==> src/rtl/demux1_2_buf.sv <==
// demux1_2_buf: steers one valid/ready word stream into two independent lane FIFOs.
// Define DEMUX1_2_BUF_BYPASS_EN for zero-latency pass-through on an empty lane.
module demux1_2_buf #(
  parameter int WIDTH = 64,
  parameter int DEPTH = 2
) (
  input  logic                                 clk,
  input  logic                                 reset,
  input  logic [WIDTH-1:0]                     in,
  input  logic                                 in_valid,
  input  logic                                 sel,
  output logic                                 in_ready,
  output logic [1:0][WIDTH-1:0]                out,
  output logic [1:0]                           out_valid,
  input  logic [1:0]                           out_ready,
  output logic [1:0][$clog2(DEPTH+1)-1:0]      count
);
  localparam int PW = $clog2(DEPTH);
  localparam int CW = $clog2(DEPTH+1);
  logic [1:0] full;
  // Only registered fullness gates acceptance, so a same-cycle pop never feeds in_ready.
  assign in_ready = ~full[sel];
  for (genvar j = 0; j < 2; j++) begin : g_lane
    logic [WIDTH-1:0] mem [DEPTH];
    logic [PW-1:0]    wp, rp;
    logic [CW-1:0]    cnt;
    logic             push, pop, wr, empty;
    assign empty    = cnt == '0;
    assign full[j]  = cnt == CW'(DEPTH);
    assign push     = in_valid & in_ready & (sel == 1'(j));
    assign pop      = ~empty & out_ready[j];
    assign count[j] = cnt;
`ifdef DEMUX1_2_BUF_BYPASS_EN
    // An empty lane shows the incoming word directly; if it is taken now it never lands in storage.
    assign wr           = push & ~(empty & out_ready[j]);
    assign out_valid[j] = ~empty | (push & reset);
    assign out[j]       = (empty & push & reset) ? in : mem[rp];
`else
    assign wr           = push;
    assign out_valid[j] = ~empty;
    assign out[j]       = mem[rp];
`endif
    always_ff @(posedge clk) begin
      if (!reset) begin
        wp  <= '0;
        rp  <= '0;
        cnt <= '0;
        for (int k = 0; k < DEPTH; k++) mem[k] <= '0;
      end else begin
        if (wr) begin
          mem[wp] <= in;
          wp      <= wp + 1'b1;
        end
        if (pop) rp <= rp + 1'b1;
        cnt <= cnt + CW'(wr) - CW'(pop);
      end
    end
  end
endmodule

==> config.mk <==
export PLATFORM = sky130hd
export DESIGN_NAME = demux1_2_buf
export DESIGN_NICKNAME = d
export VERILOG_FILES = /design/src/rtl/demux1_2_buf.sv
export SDC_FILE = /design/constraint.sdc
export NUM_CORES = 1
export LEC_CHECK = 0
export BUFFER_PORTS_ARGS = -buffer_cell sky130_fd_sc_hd__buf_2
export CAP_MARGIN = 15
export CELL_PAD_IN_SITES_DETAIL_PLACEMENT = 1
export CELL_PAD_IN_SITES_GLOBAL_PLACEMENT = 1
export CORE_MARGIN = 2
export CORE_UTILIZATION = 46
export CTS_BUF_LIST = sky130_fd_sc_hd__clkbuf_8 sky130_fd_sc_hd__clkbuf_16
export DETAILED_ROUTE_END_ITERATION = 10
export GPL_TIMING_DRIVEN = 0
export HOLD_SLACK_MARGIN = 0.12
export MAX_ROUTING_LAYER = met4
export PLACE_DENSITY_LB_ADDON = 0.1
export SYNTH_ARGS = -nofsm -noshare
export SYNTH_HDL_FRONTEND = slang
export SYNTH_SLANG_ARGS = --single-unit
==> constraint.sdc <==
create_clock -name clk -period 8.7 [get_ports clk]
set_input_delay 2.175 -clock clk [delete_from_list [all_inputs] [get_ports clk]]
set_output_delay 2.175 -clock clk [all_outputs]
set_load 0.02 [all_outputs]
==> results by group, run 1 <==
Run status
  • Status: complete, no violations

Power and ir drop
  • Pwr dens: about 260 nW/µm²
  • Final Power: 3714 µW
  • VDD IR max: 0.0001527 V
  • Leakage: 0.005836 µW

Logic synthesis
  • Seq/Total Area, Yosys: 68.66%
  • Syn avg cell area: 15.63 µm²
  • Post-synth cell types: 26
  • Async S/R FF share, synth: 0%
  • Prevailing post-synth register cell: edfxtp_1
  • Total of warnings raised by yosys: 0
  • Mapped Cells: 735
  • Register bit total from synthesis: 266
  • Number of synthesized flops with an enable pin: 256
  • Synth Cell Area: 11,490 µm²
  • Syn nets: between 800 and 900

Timing
  • RSZ-0062 raised after global routing: false
  • Max frequency: 204.2 MHz
  • Setup violation total in the final timing report: 0
  • Final hold viol count: 0
  • Slew Limit Fails: 0
  • Clock skew: roughly 0.013 ns
  • Slew headroom: 43.59%
  • Slew @ Worst Pin: between 0.8 and 0.9 ns
  • Final min period: 4.896 ns
  • Fin crit share: a little under three fifths

Worst setup path
  • CP required: about 6.5 ns
  • Crit path kind: in2out
  • Reg2reg path depth: 4
  • Critical Path Max Stage Delay: between 0.15 and 0.2 ns
  • Most Frequent Cell on Critical Path: buf_2
  • Critical path's slowest cell: mux2i_1
  • Crit path launch type: input pin
  • Critical Path End Type: output port
  • Critical path depth: 3
  • Buf/Inv on CP: 2
  • CP arrival: 2.72 ns
  • Crit-path cells: buf_2 -> mux2i_1 -> buf_2
  • CP max FO: 7
  • Cell family with most CP delay: buffers and inverters

Die
  • Top-level I/O count: slightly above 200
  • DIE HEIGHT: 162.0 µm
  • # rows: 57
  • Initial Util: 47.10%
  • Die Area: between 20,000 and 30,000 µm²
  • Die Span X: 162.0 µm
  • Core ar.: 24,390 µm²

Global routing
  • Total Routing Usage GR: 21.29%
  • Largest net degree at the start of global routing: 27
  • Vias in the first global route: 7,103
  • Antenna violations before repair: 3
  • Global-route wire length before repair: about 41 mm
  • GRT Residual Overflow: 0

Detailed routing
  • Antenna viol nets, final: 0
  • Final WL: 27.02 mm
  • Initial DRT Pass Iterations: 4
  • Via count: 6,636
  • Remaining DRCs: 0
  • Wire per inst: ~20 µm
  • Routed vias/inst: around 5.0
  • Iter 0 DRT Violations: 278

Cells and area
  • Fillers: about 2,400
  • Nets: 1,053
  • Finished Layout Cells: about 1,300
  • Finished Core Util: 57.65%
  • Area delta synth->final: 22.39%
  • Layout cells sized above 1: 42.10%

Clock tree
  • Max Root-Sink Buffers: 3
  • CTS tree: done
  • Root Driver: clkbuf_16
  • Worst-skew pair later-pin latency: 0.53 ns
  • Setup bufs post-CTS: 0
  • CTS H-tree lvls: 1
  • PostCTS Resize Cnt: 0
  • Number of CTS-inserted buffers: 29
  • Hold buffers post-CTS: 0
  • Clock slew at reported path FFs: around 0.06 ns
  • TritonCTS Sinks: around 270

Place
  • Final GP Congestion: 0.7272
  • PortBufs: 204
  • Detailed-placement wirelength estimate: about 18 mm
  • Inst Count DP: 1,272

Min path
  • Worst Hold Class: reg2reg
  • Min-Delay Path Depth: 2

Run
  • MaxCap Viol Count: 0
==> cell usage after synthesis, drive strengths merged, types with 2 or more instances <==
cell type	n	share of area, %
ha	4	0.44
or2	2	0.11
mux2	128	13
xnor2	6	0.46
nor2b	6	0.41
o21a	2	0.13
edfxtp	256	67
dfxtp	10	1.7
clkbuf	28	1.1
inv	4	0.13
nor4b	2	0.34
nor4	2	0.24
o21ai	4	0.17
buf	13	0.59
a21o	2	0.13
and2	262	14
==> cell usage in the layout, fill, tap and decap left out, types with 2 or more instances in the layout <==
| master | Yosys | layout |
|---|---|---|
| clkbuf_2 | 17 | 17 |
| and2_1 | 262 | 262 |
| mux2_2 | 128 | 128 |
| clkbuf_16 | 0 | 29 |
| ha_1 | 4 | 4 |
| a21o_1 | 2 | 2 |
| xnor2_1 | 6 | 6 |
| clkinv_2 | 0 | 3 |
| o21ai_4 | 0 | 4 |
| bufinv_16 | 0 | 3 |
| o21a_1 | 2 | 2 |
| diode_2 | 0 | 4 |
| nor2b_1 | 4 | 4 |
| buf_2 | 12 | 216 |
| clkinv_1 | 0 | 10 |
| inv_1 | 4 | 9 |
| or2_2 | 2 | 2 |
| buf_12 | 0 | 8 |
| dfxtp_1 | 10 | 10 |
| clkbuf_1 | 11 | 11 |
| edfxtp_1 | 256 | 256 |
==> logic make-up (layout without fill, tap and decap cells) <==
family                   after synthesis  count (layout)  share of synthesized area [%]
AND/OR/NAND/NOR                      277             277                          15.56
flip-flops                           266             266                          68.66
multiplexers                         129             129                          12.63
buffers and inverters                 45             310                          1.819
AO/OA/AOI/OAI                          8               8                         0.4356
XOR/XNOR                               6               6                         0.4574
adder cells (fa/ha/maj)                4               4                         0.4357
other                                  0               4                              0
==> metrics by stage <==
stage	TNS [ns]	instance area, µm²	hold WS [ns]	setup slack (ns)
6_report	0	14060	0.5418	3.804
5_1_grt	0	14060	0.5842	3.761
4_1_cts	0	14050	0.5443	3.804
3_5_place_dp	0	13150	0.5518	3.800
3_3_place_gp	-670.78	12910	0.5193	-2.685
2_1_floorplan	0	11490	0.5040	0.9244
==> worst paths after layout <==
path | from | endpoint | slack, ns
min reg2reg | g_lane[1].rp | g_lane[1].rp | 0.54
min | g_lane[1].rp | g_lane[1].rp | 0.54
max reg2reg | g_lane[0].cnt[1] | g_lane[0].mem[1][4] | 6.44
max | sel | in_ready | 3.80
==> power breakdown <==
group / switching [µW] / total, µW / internal, µW
logic: 583 / 967 / 384
registers: 39.6 / 1580 / 1540
clock network: 477 / 1170 / 689
total: 1100 / 3710 / 2610
==> per-layer routing <==
| metal | wire length, µm | global-route usage [%] | vias up |
|---|---|---|---|
| met3 | 1599 | 4.980 | 33 |
| met4 | 427 | 4.344 | 0 |
| met5 | 0 | - | - |
| met2 | 13420 | 35.40 | 168 |
| met1 | 11570 | 26.94 | 3328 |
| li1 | - | - | 3107 |
==> layout make-up <==
cell class	instances	area (µm²)	share of cell area (%)
flip-flops and latches	266	7888	56.10
multi-input cells	424	3437	24.44
repair buffers	213	1209	8.596
clock buffers	29	725.7	5.161
well taps	324	405.4	2.883
plain buffers	41	193.9	1.379
clock inverters	23	177.7	1.264
inverters	4	15.01	0.1068
diodes	4	10.01	0.07119
==> worst reg2reg max path, stage by stage (launching register included) <==
cell	delay, ns
dfxtp_1	0.35
nor2b_4	0.16
or3b_2	0.55
o21ai_4	0.59
buf_12	0.28
==> flip-flops by register name, summed over array words and instances (netlist names), named ones only <==
name and flops:
g_lane.wp 2, g_lane.mem 256, g_lane.rp 2, g_lane.cnt 4
No activity file was read; power rests on OpenSTA's default activity.
==> inputs of run 2 (changes only) <==
Clock period 8.7 ns to 5 ns, I/O delays scaled along.
==> run 2 against run 1 <==
  * Largest cell class unchanged
  * Final cell count shrank 0.15%
  * Design area is essentially flat
  * Critical endpoint is now out[3]
  * Register-to-register slack got worse by 3.9 ns
  * Global-route usage up 1.3 points
==> results by group, run 2 (same netlist as run 1, synthesis figures left out) <==
Run status
  • Status: complete, no violations

Power and ir drop
  • Sequential Power Share: 42.5% (about the same)
  • VDD IR max: 0.0003172 V (+110%)
  • Final Power: 6496 µW (+75%)
  • Pwr dens: 462.3 nW/µm² (+75%)
  • Sw Pwr: 1945 µW (+77%)
  • Leakage: 0.005843 µW (+0.12%)
  • P_int: 4551 µW (+74%)
  • Switch share: 29.95% (+0.34 points)
  • Clk pwr share: 31.5% (about the same)
  • Part of the power in combinational logic: 26.0% (about the same)

Min path
  • Worst Hold Class: reg2reg

Cells and area
  • Reg area: 7888 µm² (unchanged)
  • Most flops, register: g_lane.mem
  • Largest regs: g_lane.mem (256), g_lane.cnt (4)
  • Multi-input gate area: 3437 µm² (unchanged)
  • Layout cells sized above 1: 42.20% (+0.10 points)
  • Most frequent cells in the layout: and2_1, edfxtp_1, buf_2
  • Area delta synth->final: 22.29% (about the same)
  • Max reg flops: 256 (unchanged)
  • Fillers: 2,419 (-0.37%)
  • Leading cell type in the layout, fill and taps excluded: and2_1
  • Nets: 1,052 (-0.095%)

Timing
  • Final hold viol count: 0 (unchanged)
  • Setup violation total in the final timing report: 0 (unchanged)
  • Slew @ Worst Pin: 0.8927 ns (+0.05285 ns)
  • Clock skew: 0.009622 ns (-0.003628 ns)
  • Max frequency: 276.4 MHz
  • Fin crit share: around 72%
  • PnR worst setup slack: 1.382 ns (-2.421 ns)
  • Final min period: 3.618 ns
  • Slew Limit Fails: 0 (unchanged)
  • RSZ-0062 raised after global routing: false
  • Slew headroom: 40.26% (-3.3 points)

Global routing
  • Largest net degree at the start of global routing: 28 (+3.7%)
  • Global-route wire length before repair: 43.75 mm (+6.4%)
  • Antenna violations before repair: 2 (-1)
  • Total Routing Usage GR: 22.56% (+1.3 points)
  • Vias in the first global route: 7,708 (+8.5%)
  • GRT Residual Overflow: 0 (unchanged)

Detailed routing
  • Routed vias/inst: 5.070 (+1.5%)
  • Wire per inst: 21.34 µm (+4.9%)
  • Final WL: 28.29 mm (+4.7%)
  • Via count: 6,723 (+1.3%)
  • Initial DRT Pass Iterations: 4 (unchanged)
  • Iter 0 DRT Violations: 328 (+18%)
  • Antenna viol nets, final: 0 (unchanged)
  • Remaining DRCs: 0 (unchanged)

Place
  • Detailed-placement wirelength estimate: 19.33 mm (+5.6%)
  • PortBufs: 204 (unchanged)
  • DP Worst Slack: 1.560 ns (-2.240 ns)
  • Final GP Congestion: 0.7466 (+2.7%)

Worst setup path
  • CP required: 3.75 ns (-2.78 ns)
  • Most Frequent Cell on Critical Path: buf_2
  • Crit-path cells: clkbuf_1 -> buf_2 -> mux2_2 -> buf_2
  • Critical path's slowest cell: clkbuf_1
  • Critical Path Max Stage Delay: 0.53 ns (+0.34 ns)
  • CP arrival: 2.37 ns (-0.35 ns)
  • Critical Path End Type: output port
  • CP max FO: 10 (+3)
  • Crit path launch type: flop
  • Crit path kind: reg2out

Clock tree
  • Hold buffers post-CTS: 0 (unchanged)
  • Number of CTS-inserted buffers: 29 (unchanged)
  • PostCTS Resize Cnt: 0 (unchanged)
  • Clock slew at reported path FFs: 0.06 ns (about the same)
  • CTS tree: done
  • Max Root-Sink Buffers: 3 (unchanged)
  • TritonCTS Sinks: 266 (unchanged)
  • CTS H-tree lvls: 1 (unchanged)
  • Worst-skew pair later-pin latency: 0.53 ns (about the same)
  • Setup bufs post-CTS: 0 (unchanged)
  • Root Driver: clkbuf_16

Die
  • Top-level I/O count: 205 (unchanged)
  • Core ar.: 24,390 µm² (unchanged)
  • DIE HEIGHT: 162.0 µm (unchanged)
  • Die Area: 26,260 µm² (unchanged)
  • # rows: 57 (unchanged)
  • Initial Util: 47.10% (unchanged)
  • Die Span X: 162.0 µm (unchanged)

Run
  • MaxCap Viol Count: 0 (unchanged)
run 2: area by class of cell:
type	instances	share of cell area, %
repair buffers	212	8.514
plain buffers	41	1.380
clock inverters	24	1.309
well taps	324	2.885
diodes	2	0.03562
multi-input cells	424	24.46
inverters	4	0.1069
flip-flops and latches	266	56.14
clock buffers	29	5.165
run 2: critical path, delay by kind of cell (launching register included):
kind	cells	cell delay, ns
buffers and inverters	3	1.12
flip-flops	1	0.30
multiplexers	1	0.41
run 2: final timing paths:
check	endpoint	startpoint	slack (ns)	depth (start not counted)
max	out[3]	flop	1.38	4
min	flop	g_lane[0].rp	0.55	2
max reg2reg	g_lane[0].mem[1][48]	g_lane[0].cnt[1]	2.53	5
min reg2reg	flop	g_lane[0].rp	0.55	2
run 2: power groups by stage:
stage | logic [µW] | registers [µW] | clock network (µW)
final | 1690 | 2760 | 2050
after global routing | 1810 | 2780 | 2170
after CTS | 1730 | 2760 | 2070
after detailed placement | 1710 | 2810 | 0
after global placement | 1630 | 2820 | 0
after floorplan | 1080 | 2820 | 0
run 2: metal layers:
layer	vias to the layer above	track usage (%)	share of wire (%)
li1	3105	-	-
met1	3410	27.08	42
met2	169	40.12	52
met3	39	3.550	4.7
met4	0	5.390	1.8
met5	-	-	0
run 2: through the flow:
step                      cell area [µm²]  setup TNS (ns)  util (%)  instances  hold WS [ns]
after global routing                14050               0     57.60       1326        0.5842
after detailed placement            13140               0     53.85       1271        0.5391
after CTS                           14040               0     57.58       1324        0.5537
after floorplan                     11500         -188.75         -        735        0.5040
after global placement              12920         -677.88     52.98       1263        0.5229
final                               14050               0     57.60       1326        0.5468
